<file path="src/rtl/requan_wb_fifo.sv">
// requan_wb_fifo: writeback buffer between the requantizer datapath and the
// activation/SRAM writeback port. Each incoming lane is narrowed from IN_W to
// OUT_W bits on the write side. Up to DEPTH narrowed vectors are queued.
// The buffer also takes a global pipeline stall and a synchronous flush.
//
// Build option: define REQUAN_WB_CLAMP_EN to signed-saturate each lane to
// OUT_W bits. Without it, each lane is truncated to its low OUT_W bits.
module requan_wb_fifo #(
  parameter int LANES = 4,
  parameter int IN_W  = 16,
  parameter int OUT_W = 8,
  parameter int DEPTH = 4
) (
  input  logic                     clk_i,
  input  logic                     rst_i,
  input  logic                     stall_i,
  input  logic                     flush_i,
  input  logic                     in_valid_i,
  output logic                     in_ready_o,
  input  logic [LANES*IN_W-1:0]    in_data_i,
  output logic                     out_valid_o,
  input  logic                     out_ready_i,
  output logic [LANES*OUT_W-1:0]   out_data_o,
  output logic [$clog2(DEPTH+1)-1:0] count_o
);

  localparam int AW = $clog2(DEPTH);
  localparam int CW = $clog2(DEPTH+1);
  localparam int VW = LANES*OUT_W;
  localparam logic [CW-1:0] FULL_CNT = CW'(DEPTH);

  logic [VW-1:0] mem_q [DEPTH];
  logic [AW-1:0] wp_q, wp_d;
  logic [AW-1:0] rp_q, rp_d;
  logic [CW-1:0] count_q, count_d;
  logic [VW-1:0] wdata_s;
  logic          push_s;
  logic          pop_s;

`ifdef REQUAN_WB_CLAMP_EN
  // Signed saturation: in range only when the bits from the sign bit down to
  // bit OUT_W-1 all agree. Otherwise, clip toward the sign of the input.
  function automatic logic [OUT_W-1:0] clamp_lane(input logic [IN_W-1:0] v);
    logic [IN_W-OUT_W:0] upper;
    upper = v[IN_W-1:OUT_W-1];
    if ((&upper) || (~|upper)) begin
      return v[OUT_W-1:0];
    end else if (v[IN_W-1]) begin
      return {1'b1, {(OUT_W-1){1'b0}}};
    end else begin
      return {1'b0, {(OUT_W-1){1'b1}}};
    end
  endfunction

  for (genvar i = 0; i < LANES; i++) begin : g_lane
    assign wdata_s[i*OUT_W +: OUT_W] = clamp_lane(in_data_i[i*IN_W +: IN_W]);
  end
`else
  // Wrap-around narrowing: keep the low OUT_W bits of each lane.
  for (genvar i = 0; i < LANES; i++) begin : g_lane
    assign wdata_s[i*OUT_W +: OUT_W] = in_data_i[i*IN_W +: OUT_W];
    if (OUT_W < IN_W) begin : g_drop
      logic unused_hi_bits;
      assign unused_hi_bits = ^in_data_i[i*IN_W+OUT_W +: IN_W-OUT_W];
    end
  end
`endif

  // Handshake outputs depend only on registered occupancy plus stall/flush.
  assign in_ready_o  = !stall_i && !flush_i && (count_q != FULL_CNT);
  assign out_valid_o = !stall_i && (count_q != '0);
  assign out_data_o  = (count_q != '0) ? mem_q[rp_q] : '0;
  assign count_o     = count_q;

  assign push_s = in_valid_i && in_ready_o;
  assign pop_s  = out_valid_o && out_ready_i;

  // Next-state pointers and occupancy. Flush wins over any transfer.
  always_comb begin
    wp_d    = wp_q;
    rp_d    = rp_q;
    count_d = count_q;
    if (flush_i) begin
      wp_d    = '0;
      rp_d    = '0;
      count_d = '0;
    end else begin
      if (push_s) begin
        wp_d = wp_q + AW'(1);
      end else begin
        wp_d = wp_q;
      end
      if (pop_s) begin
        rp_d = rp_q + AW'(1);
      end else begin
        rp_d = rp_q;
      end
      case ({push_s, pop_s})
        2'b10:   count_d = count_q + CW'(1);
        2'b01:   count_d = count_q - CW'(1);
        default: count_d = count_q;
      endcase
    end
  end

  // Pointer and occupancy registers. Reset discards all entries at once.
  always_ff @(posedge clk_i or posedge rst_i) begin
    if (rst_i) begin
      wp_q    <= '0;
      rp_q    <= '0;
      count_q <= '0;
    end else begin
      wp_q    <= wp_d;
      rp_q    <= rp_d;
      count_q <= count_d;
    end
  end

  // Entry storage. It is written only on an accepted push and is never cleared.
  always_ff @(posedge clk_i) begin
    if (push_s) begin
      mem_q[wp_q] <= wdata_s;
    end
  end

endmodule

</file>
<file path="config.mk">
export PLATFORM = sky130hd
export DESIGN_NAME = requan_wb_fifo
export DESIGN_NICKNAME = d
export VERILOG_FILES = /design/src/rtl/requan_wb_fifo.sv
export SDC_FILE = /design/constraint.sdc
export NUM_CORES = 1
export LEC_CHECK = 0
export BUFFER_PORTS_ARGS = -buffer_cell sky130_fd_sc_hd__buf_4
export CAP_MARGIN = 0
export CORE_AREA = 4 4 139 141
export DETAILED_ROUTE_END_ITERATION = 6
export DIE_AREA = 0 0 143 145
export HOLD_SLACK_MARGIN = 0.02
export PLACE_DENSITY = 0.54
export SYNTH_ARGS = -nofsm -noshare
export SYNTH_HDL_FRONTEND = slang
export SYNTH_SLANG_ARGS = --single-unit
</file>
<file path="constraint.sdc">
create_clock -name clk_i -period 2.8 [get_ports clk_i]
set_input_delay 0.28 -clock clk_i [delete_from_list [all_inputs] [get_ports clk_i]]
set_output_delay 0.28 -clock clk_i [all_outputs]
set_load 0.02 [all_outputs]
</file>
## After elaboration in Yosys (flattened, before gate mapping)

Memory sizes are Yosys's and may differ from the RTL's.
Cells that the tools add are included.

| word-level totals | value |
|---|---|
| latch bits | 0 |
| flip-flop bits (word level) | 7 |
| memories | 1 |
| input bits | 70 |
| RAM bits | 128 |
| bits in read-only memories | 0 |
| logic and storage cells | 31 |

| cells by class | value |
|---|---|
| equal/unequal tests | 3 |
| shifts and indexed selects | 0 |
| divide/modulo/power cells | 0 |
| reductions and logical operators | 11 |
| multiply operators | 0 |
| add/sub/neg operators | 4 |
| order comparisons | 0 |
| bitwise gates (word level) | 0 |
| mux-type cells | 9 |

Memory list:

| memory | depth | bits a word | rd ports | clocked after Yosys merged registers in | write ports | line | text |
|---|---|---|---|---|---|---|---|
| mem_q | 4 | 32 | 1 | 0 | 1 | 32 | `logic [VW-1:0] mem_q [DEPTH];` |

Operator list:

| operator | count |
|---|---|
| $mux 32 | 1 |
| $mux 2 | 4 |
| $pmux 3 s2 | 1 |
| $reduce_bool 3->1 | 2 |
| $logic_and 1x1->1 | 5 |
| $add 2x1->2 const B | 2 |
| $reduce_bool 2->1 | 2 |
| $add 3x1->3 const B | 1 |
| $mux 3 | 1 |
| $ne 3x3->1 const B | 1 |
| $sub 3x1->3 const B | 1 |
| $eq 2x1->1 const B | 1 |
| $eq 2x2->1 const B | 1 |
| $logic_not 1->1 | 2 |
| $mux 1 | 2 |

## Longest topological paths before layout

Gate-level depths: netlist (run 1).

| logic depth | value |
|---|---|
| depth in word-level cells | 7 |
| mapped depth | 10 |

## Least setup slack after synthesis (run 1)

No wires, ideal clock.

| timing path | value |
|---|---|
| path kind | reg-to-reg |
| start | register count_q[1], in the netlist count_o[1] |
| end | register count_q[1], in the netlist count_o[1] |
| data arrival time | 2.036 ns |
| cell stages (with the launch flop) | 9 |
| data required time | 2.675 ns |
| setup time | 0.125 ns |
| slack | 0.639 ns |
| path through | dfrtp_1 -> or3b_1 -> buf_2 -> and2_4 -> buf_6 -> nor3_2 -> fa_1 -> nand2b_1 -> mux2i_1 |

| between the ends | value |
|---|---|
| longest elaborated chain between the ends | 6 |
| elaborated cells on any way between the ends | 13 |

Ends and longest elaborated chain:

| item | line | text |
|---|---|---|
| from (decl) | 35 | `logic [CW-1:0] count_q, count_d;` |
| from (signal assigned) | 115 | `count_q <= count_d;` |
| $ne 3x3->1 / $reduce_bool 3->1 (equally long branches) | 70, 71 |  |
| $logic_and 1x1->1 (on tied branches) | 70, 71 |  |
| $logic_and 1x1->1 (on tied branches) | 75, 76 |  |
| $eq 2x1->1 / $eq 2x2->1 (equally long branches) | 98 | `case ({push_s, pop_s})` |
| $pmux 3 s2 | 98 |  |
| $mux 3 | 83 | `if (flush_i) begin` |

Parallel ways exist; a longest one is shown, timed or not.
A chain may end at the register's enable or synchronous reset.

## Final worst setup path (run 1)

| timing path | value |
|---|---|
| start | register count_q[0], in the netlist count_o[0] |
| end | output port out_data_o[12] |

| between the ends | value |
|---|---|
| longest elaborated chain between the ends | 2 |

Ends and longest elaborated chain:

| item | line | text |
|---|---|---|
| $reduce_bool 3->1 | 72 | `assign out_data_o = (count_q != '0) ? mem_q[rp_q] : '0;` |
| $mux 32 | 72 |  |
| to (decl) | 23 | `output logic [LANES*OUT_W-1:0] out_data_o,` |

Every way passes these cells.

==> impl_metrics.yaml, run 1 <==
die:
  dieArea_mm2: 0.0207
  row_count: 49
  dieHeight_um: 145
  boundaryPins: 107
  start_util_pct: 29.9
  coreArea_mm2: 0.0180
  fp.dieW_um: 143
power:
  power.density_mw_per_mm2: 717
  p_clk_share_pct: 45.6
  irDropWorstVdd_v: 0.000482
  p_leak_nw: 2.40
  p_sw_share_pct: 20.8
  seqPwrFrac_pct: 45.6
  p_int_mw: 3.92
  power.total_mw: 4.95
  comb_power_share_pct: 8.8
  p_sw_mw: 1.03
detailed_routing:
  drt-total-wl_um: 10500
  ant_nets: 0
  met1_length_um: 4590
  top_layer: "met4"
  drtPass1Iterations: 4
  vias: 2637
  met3_length_um: 504
  wl_per_cell_um: 17.6
  drc: 0
  met2_length_um: 5180
  drtIter0Drc: 88
  viasPerCell: 4.44
cells_and_area:
  num-nets-final: 427
  drive_above_1_share_pct: 42.2
  final_cell_mix: "edfxtp_1 (128), buf_4 (81), mux4_2 (32), and2_1 (32), clkbuf_16 (17)"
  antenna_cells: 0
  final_common_cell: "edfxtp_1"
  fin_cells: 594
  utilization_pct: 38.5
  n_fill_cell: 1662
  area_delta_synth_final_pct: 28.5
timing:
  rsz0062_at_grt: "no"
  slew_violations: 0
  finalCritPeriodShare_pct: 89.4
  max_freq_mhz: 400
  slew_headroom_pct: 57.4
  worst_pin_slew_ps: 639
  setup_viol: 0
  fin_tns_setup_ps: 0
  finalCriticalPeriod_ps: 2500
  clock_skew_ps: 5.17
  finalHoldViolations: 0
hold_path:
  min_from: "in_data_i[7]"
  min_delay_path_depth: 1
  whs_endpoint: "mem_q[2][7]"
  hold_path.class: "in -> reg"
synth:
  synth_area_per_cell_um2: 20.6
  synth_cells: 261
  yosysWarnings: 0
  ys_types: 31
  seq_area_frac_synth_pct: 74.7
  synth-edff-count: 128
  synth_flop_cell: "edfxtp_1"
  async_flop_share_pct: 5.19
  synth_seq_cells: 135
  syn_area_mm2: 0.00538
  synth_nets: 336
setup_path:
  worstPathCellList: "or3_1 > buf_4 > and2_1 > buf_4"
  crit_top_cell: "buf_4"
  crit_path_end_kind: "output pin"
  max_stage_delay_ps: 670
  path_class: "reg -> out"
  crit_family: "simple AND/OR/NAND/NOR gates"
  crit_slowest_cell: "or3_1"
  r2r_end: "count_o[2]"
  crit_required_ps: 2520
  reg2reg_depth: 7
  cp.arrival_ps: 2220
  reg2reg_slack_ps: 600
  crit_fanout: 19
  path_buf_inv: 2
  start_kind: "flop"
  reg2reg_from: "count_o[2]"
global_routing:
  antenna_found_initial: 0
  globalRouteTotalUtil_pct: 10.9
  grt_overflow: 0
  grt_pass1_vias: 2948
  grt_pass1_wl_um: 16700
  grt_max_degree: 29
clock_tree:
  htreeDepth: 4
  postCtsSetupRepairBufs: 0
  cts.path.max_buffers: 2
  cts_sinks: 135
  clk_pin_slew_ps: 60
  clk_latency_ps: 410
  cts_tree: "built"
  cts-root-buf: "clkbuf_16"
  cts_buffers: 17
run_status:
  status: "finished clean"
place:
  place.gp.congestion: 0.658
  dp_hpwl_um: 6730
  numPortBuffers: 74
  dp_cells: 561
job:
  max_cap_violations: 0
==> worst register-to-register path: stages (launching register included) <==
cell and delay [ps]:
dfrtp_1 470, or3b_1 510, and2_4 230, nor3_2 240
fa_1 270, nor3b_1 210, mux2i_1 100, o311ai_1 70
==> sequential cells by signal, indices dropped and copies added (netlist names) <==
signal and cells:
wp_q 2, rp_q 2, count_o 3, mem_q 128
==> cell type report <==
type	count	area [um^2]	share of cell area, %
Inverter	3	11.3	0.163
Clock inverter	15	183	2.64
Multi-Input combinational cell	109	1280	18.6
Timing Repair Buffer	86	698	10.1
Tap cell	229	287	4.15
Clock buffer	17	425	6.16
Sequential cell	135	4020	58.2
==> kinds of logic (layout without fill, tap and decap cells) <==
group / after synthesis / after routing / share of synthesized area (%)
xor+xnor: 4 / 4 / 1.00
compound gates: 4 / 4 / 0.489
fa+ha+maj: 5 / 5 / 1.30
flops: 135 / 135 / 74.7
buf+inv: 17 / 121 / 1.44
mux: 35 / 35 / 14.0
simple gates: 61 / 61 / 7.03
==> through the flow <==
stage | worst slack, ps | instance area (um^2) | hold WS, ps
after floorplan | 639 | 5380 | 83.4
after global placement | 627 | 6290 | 243
after detailed placement | 583 | 6290 | 246
after CTS | 203 | 6910 | 45.9
after global routing | 161 | 6910 | 43.7
final | 298 | 6910 | 70.4
==> Yosys cell counts (all sizes together), types with 2 or more instances <==
library cell | instances | area (um^2)
and3 | 4 | 25.0
a21oi | 2 | 10.0
nand2b | 3 | 18.8
clkbuf | 8 | 30.0
xnor2 | 4 | 53.8
nor3 | 3 | 20.0
ha | 4 | 50.1
buf | 6 | 36.3
dfrtp | 7 | 175
inv | 3 | 11.3
and2 | 33 | 209
edfxtp | 128 | 3840
mux4 | 32 | 721
nor3b | 4 | 35.0
mux2i | 2 | 20.0
nor2 | 8 | 30.0
==> worst max path at each step <==
| stage | from | cells after the start | slack, ps | endpoint |
|---|---|---|---|---|
| after global placement | flush_i | 7 | 630 | count_o[2] |
| after detailed placement | flush_i | 7 | 580 | count_o[2] |
| after floorplan | count_o[1] | 8 | 640 | count_o[1] |
| final | count_o[0] | 4 | 300 | out_data_o[12] |
| after CTS | count_o[1] | 4 | 200 | out_data_o[12] |
| after global routing | count_o[0] | 4 | 160 | out_data_o[12] |
==> what timing repair did <==
| action | in CTS | in global routing |
|---|---|---|
| endpoints found under the setup margin | 0 | 0 |
| resized for setup | 0 | 0 |
| hold buffers | 1 | 0 |
| hold endpoints to repair | 7 | 0 |
==> power by group through the flow <==
stage | clock (mW) | sequential, mW | combinational [mW]
final | 2.26 | 2.26 | 0.436
after global routing | 2.43 | 2.26 | 0.475
after CTS | 2.32 | 2.26 | 0.450
after detailed placement | 0 | 2.30 | 0.448
after global placement | 0 | 2.30 | 0.443
after floorplan | 0 | 2.30 | 0.237
==> metal layers <==
metal  vias up  global-route usage, %
met5         -                      0
met4         0                   4.56
met3        15                   3.36
met2        64                   17.1
met1      1340                   14.0
li1       1218                      -
Note: power is estimated with default switching activity, not from simulation.
==> run 2: changes to the inputs <==
- CORE_AREA: 4 4 139 141 -> 2 2 137 139
- DIE_AREA: 0 0 143 145 -> 0 0 139 141
- SETUP_SLACK_MARGIN: default -> 0.4
==> impl_metrics.yaml, run 2 (synthesis gave the netlist of run 1 again) <==
run_status:
  status: "finished clean"
timing:
  fin_tns_setup_ps: 0
  slew_headroom_pct: 60.6
  finalCriticalPeriod_ps: 2260
  worst_pin_slew_ps: 586
  finalHoldViolations: 0
  setup_viol: 0
  finalCritPeriodShare_pct: 80.8
  rsz0062_at_grt: "no"
  slew_violations: 0
  max_freq_mhz: 442
  clock_skew_ps: 13.1
power:
  irDropWorstVdd_v: 0.000388
  p_leak_nw: 2.39
  power.density_mw_per_mm2: 702
  power.total_mw: 4.83
cells_and_area:
  n_fill_cell: 1717
  antenna_cells: 0
  drive_above_1_share_pct: 42.2
  largest_reg_flops: 128
  final_common_cell: "edfxtp_1"
  utilization_pct: 37.7
  top_register: "mem_q"
  multi_input_area_mm2: 0.00129
  final_cell_mix: "edfxtp_1 (128), buf_4 (85), mux4_2 (32), and2_1 (32), clkbuf_16 (17)"
  num-nets-final: 430
  area_delta_synth_final_pct: 28.0
  final-seq-area_mm2: 0.00402
  final_area_mm2: 0.00688
place:
  numPortBuffers: 74
  dp_hpwl_um: 6690
  place.gp.congestion: 0.725
  place_area_mm2: 0.00630
global_routing:
  globalRouteTotalUtil_pct: 11.5
  grt_pass1_vias: 2996
  grt_pass1_wl_um: 16500
  antenna_found_initial: 0
  grt_max_degree: 21
  grt_overflow: 0
clock_tree:
  cts-root-buf: "clkbuf_16"
  clk_latency_ps: 420
  postCtsSetupRepairBufs: 0
  cts.path.max_buffers: 2
  clk_pin_slew_ps: 60
  cts_tree: "built"
  htreeDepth: 4
  cts_sinks: 135
  cts_buffers: 17
detailed_routing:
  drtIter0Drc: 169
  ant_nets: 0
  drtPass1Iterations: 4
  drc: 0
  vias: 2685
  viasPerCell: 4.47
  wl_per_cell_um: 17.7
  drt-total-wl_um: 10600
setup_path:
  crit_path_end_kind: "output pin"
  cp-startpoint: "count_o[0]"
  crit_slowest_cell: "or3_4"
  r2r_end: "count_o[2]"
  path_class: "reg -> out"
  crit_end: "out_data_o[1]"
  worstSetupPathDepth: 4
  start_kind: "flop"
  reg2reg_slack_ps: 570
  worstPathCellList: "or3_4 > buf_4 > and2_1 > buf_4"
  cp.arrival_ps: 1980
  reg2reg_depth: 7
  crit_required_ps: 2520
  crit_fanout: 20
  crit_top_cell: "buf_4"
  max_stage_delay_ps: 490
  crit_family: "simple AND/OR/NAND/NOR gates"
  path_buf_inv: 2
  reg2reg_from: "count_o[0]"
hold_path:
  hold_path.class: "in -> reg"
  min_from: "in_data_i[48]"
die:
  row_count: 50
  start_util_pct: 29.4
  dieArea_mm2: 0.0196
  coreArea_mm2: 0.0183
  boundaryPins: 107
  fp.dieW_um: 139
  dieHeight_um: 141
job:
  max_cap_violations: 0
run 2: metrics by stage:
step                      hold WS [ps]  setup slack (ps)  std cells
after floorplan                   83.4               639        261
after global placement             249               648        569
after detailed placement           250               590        569
after CTS                         47.5               411        601
after global routing              48.5               426        601
final                             64.5               537        601
run 2: how the worst min path moves through the flow:
stage | endpoint | slack (ps) | cells after the start
2_1_floorplan | count_o[0] | 80 | 1
4_1_cts | mem_q[0][24] | 50 | 1
6_report | mem_q[0][24] | 60 | 1
3_3_place_gp | count_o[0] | 250 | 2
3_5_place_dp | count_o[0] | 250 | 2
5_1_grt | mem_q[1][4] | 50 | 1
run 2: layout make-up:
cell class                      instances  share of cell area (%)
Clock buffer                           18                    6.23
Sequential cell                       135                    58.5
Timing Repair Buffer                   89                    10.2
Multi-Input combinational cell        109                    18.7
Inverter                                3                   0.164
Clock inverter                         13                    2.00
Tap cell                              234                    4.25
run 2: metal layers:
layer / share of wire [%] / vias up / GRT usage, %
li1: - / 1226 / -
met1: 43 / 1389 / 13.3
met2: 52 / 62 / 19.8
met3: 4.5 / 8 / 4.31
met4: 1.0 / 0 / 3.99
met5: 0 / - / 0
run 2: report_power, final:
part,internal (mW),switching (mW)
sequential,2.24,0.0136
clock,1.37,0.769
combinational,0.207,0.230
run 2: repair_timing:
item	CTS	global route
hold buffers	1	0
resized for setup	2	1
endpoints found under the hold margin	7	0
setup endpoints to repair	20	3
==> run 3: changes to the inputs <==
- PLACE_DENSITY: 0.54 -> 0.56
- clock period: 2.8 -> 1.9 ns (I/O delays scaled with it)
==> impl_metrics.yaml, run 3 (synthesis gave the netlist of run 1 again) <==
global_routing:
  grt_pass1_wl_um: 19000
  antenna_found_initial: 0
  globalRouteTotalUtil_pct: 13.6
  grt_pass1_vias: 3195
  grt_max_degree: 19
  grt_overflow: 0
detailed_routing:
  drc: 0
  drtIter0Drc: 155
  vias: 3047
  ant_nets: 0
  wl_per_cell_um: 19.6
  drt-total-wl_um: 13300
  drtPass1Iterations: 4
  viasPerCell: 4.48
cells_and_area:
  final_common_cell: "edfxtp_1"
  multi_input_area_mm2: 0.00144
  n_fill_cell: 1584
  num-nets-final: 511
  final_cell_mix: "edfxtp_1 (128), buf_4 (54), buf_6 (48), and2_4 (33), dlygate4sd3_1 (33)"
  top_register: "mem_q"
  fin_cells: 680
  final-seq-area_mm2: 0.00403
  drive_above_1_share_pct: 55.8
  area_delta_synth_final_pct: 56.6
  antenna_cells: 0
  largest_reg_flops: 128
timing:
  finalHoldViolations: 0
  clock_skew_ps: 5.82
  worst_pin_slew_ps: 490
  finalCritPeriodShare_pct: 109
  rsz0062_at_grt: "yes"
  slew_violations: 0
  setup_viol: 35
  slew_headroom_pct: 67.2
  max_freq_mhz: 483
  setup_ws_ps: -169
  timing.hold.ws_ps: 164
  fin_tns_setup_ps: -5010
  finalCriticalPeriod_ps: 2070
place:
  place.gp.congestion: 0.743
  dp_hpwl_um: 6590
  numPortBuffers: 74
  dp_cells: 578
setup_path:
  crit_fanout: 8
  r2r_end: "count_o[1]"
  crit_required_ps: 1710
  cp.arrival_ps: 1880
  reg2reg_depth: 7
  reg2reg_from: "count_o[0]"
  start_kind: "flop"
  path_class: "reg -> out"
  crit_path_end_kind: "output pin"
  reg2reg_slack_ps: -70
power:
  power.density_mw_per_mm2: 908
  irDropWorstVdd_v: 0.000570
  p_leak_nw: 3.01
  power.total_mw: 7.64
die:
  fp.dieW_um: 139
  row_count: 50
  dieHeight_um: 141
  start_util_pct: 29.4
  coreArea_mm2: 0.0183
  boundaryPins: 107
  dieArea_mm2: 0.0196
job:
  max_cap_violations: 0
clock_tree:
  cts-root-buf: "clkbuf_16"
  htreeDepth: 4
  clk_pin_slew_ps: 60
  cts_tree: "built"
  cts_sinks: 135
  cts.path.max_buffers: 2
  clk_latency_ps: 410
  cts_buffers: 17
run_status:
  status: "finished with violations"
  violations: "negative setup slack"
hold_path:
  min_delay_path_depth: 3
  min_from: "flush_i"
  hold_path.class: "in -> reg"
  whs_endpoint: "rp_q[0]"
## run 3: changes by cell type in the layout (fill, tap and decap cells not counted), moves of 13 or more
| cell | change |
|---|---|
| buf_12 | +13 |
| dlygate4sd3_1 | +32 |
| buf_6 | +47 |
| buf_4 | -31 |
| and2_1 | -32 |
| and2_4 | +32 |
| buf_16 | +14 |
## run 3: critical path, cell delays in order, from the launching register on
cell and delay, ps:
dfrtp_2 370, buf_12 140, buf_12 150, mux4_2 520, and2_4 160, buf_6 120
## run 3: worst max-delay path by stage
stage               slack (ps)  startpoint        endpoint  cells after the start
finish                    -170     rp_q[0]  out_data_o[31]                      5
detailed placement          -5  count_o[1]      count_o[2]                      7
global placement            30  count_o[1]      count_o[2]                      6
CTS                       -210     rp_q[0]  out_data_o[20]                      4
floorplan                 -150  count_o[1]      count_o[1]                      8
global route              -230     rp_q[0]  out_data_o[10]                      5
## run 3: cell type report
| type | instances | area share [%] |
|---|---|---|
| Clock buffer | 19 | 5.14 |
| Clock inverter | 10 | 1.58 |
| Inverter | 3 | 0.134 |
| Tap cell | 234 | 3.48 |
| Sequential cell | 135 | 47.8 |
| Timing Repair Buffer | 170 | 24.7 |
| Multi-Input combinational cell | 109 | 17.1 |
## run 3: metrics by stage
step                cell area (um^2)  setup WS [ps]  util, %
floorplan                       5490           -150        -
global placement                6510           29.2     35.6
detailed placement              6510          -5.05     35.6
CTS                             8130           -213     44.5
finish                          8420           -169     46.1
global route                    8420           -233     46.1
## run 3: layer usage
metal | track usage [%] | wire, um | vias up
met5 | 0 | 0 | -
met4 | 5.16 | 197 | 0
met3 | 3.91 | 502 | 14
met2 | 23.9 | 7070 | 65
met1 | 15.9 | 5570 | 1571
li1 | - | - | 1397
## run 3: repair_timing
item,CTS,global route
hold endpoints to repair,135,0
pin swaps,6,33
cloned,14,4
setup buffers,12,10
hold buffers,33,0
resized for setup,78,18
setup endpoints to repair,165,167
## run 3: report_power, final
group / leakage, nW / switching, mW / internal [mW] / total [mW]
Combinational: 1.51 / 0.475 / 0.650 / 1.12
Clock: 0.262 / 1.17 / 2.02 / 3.20
Sequential: 1.24 / 0.0152 / 3.30 / 3.32
Total: 3.01 / 1.66 / 5.98 / 7.64
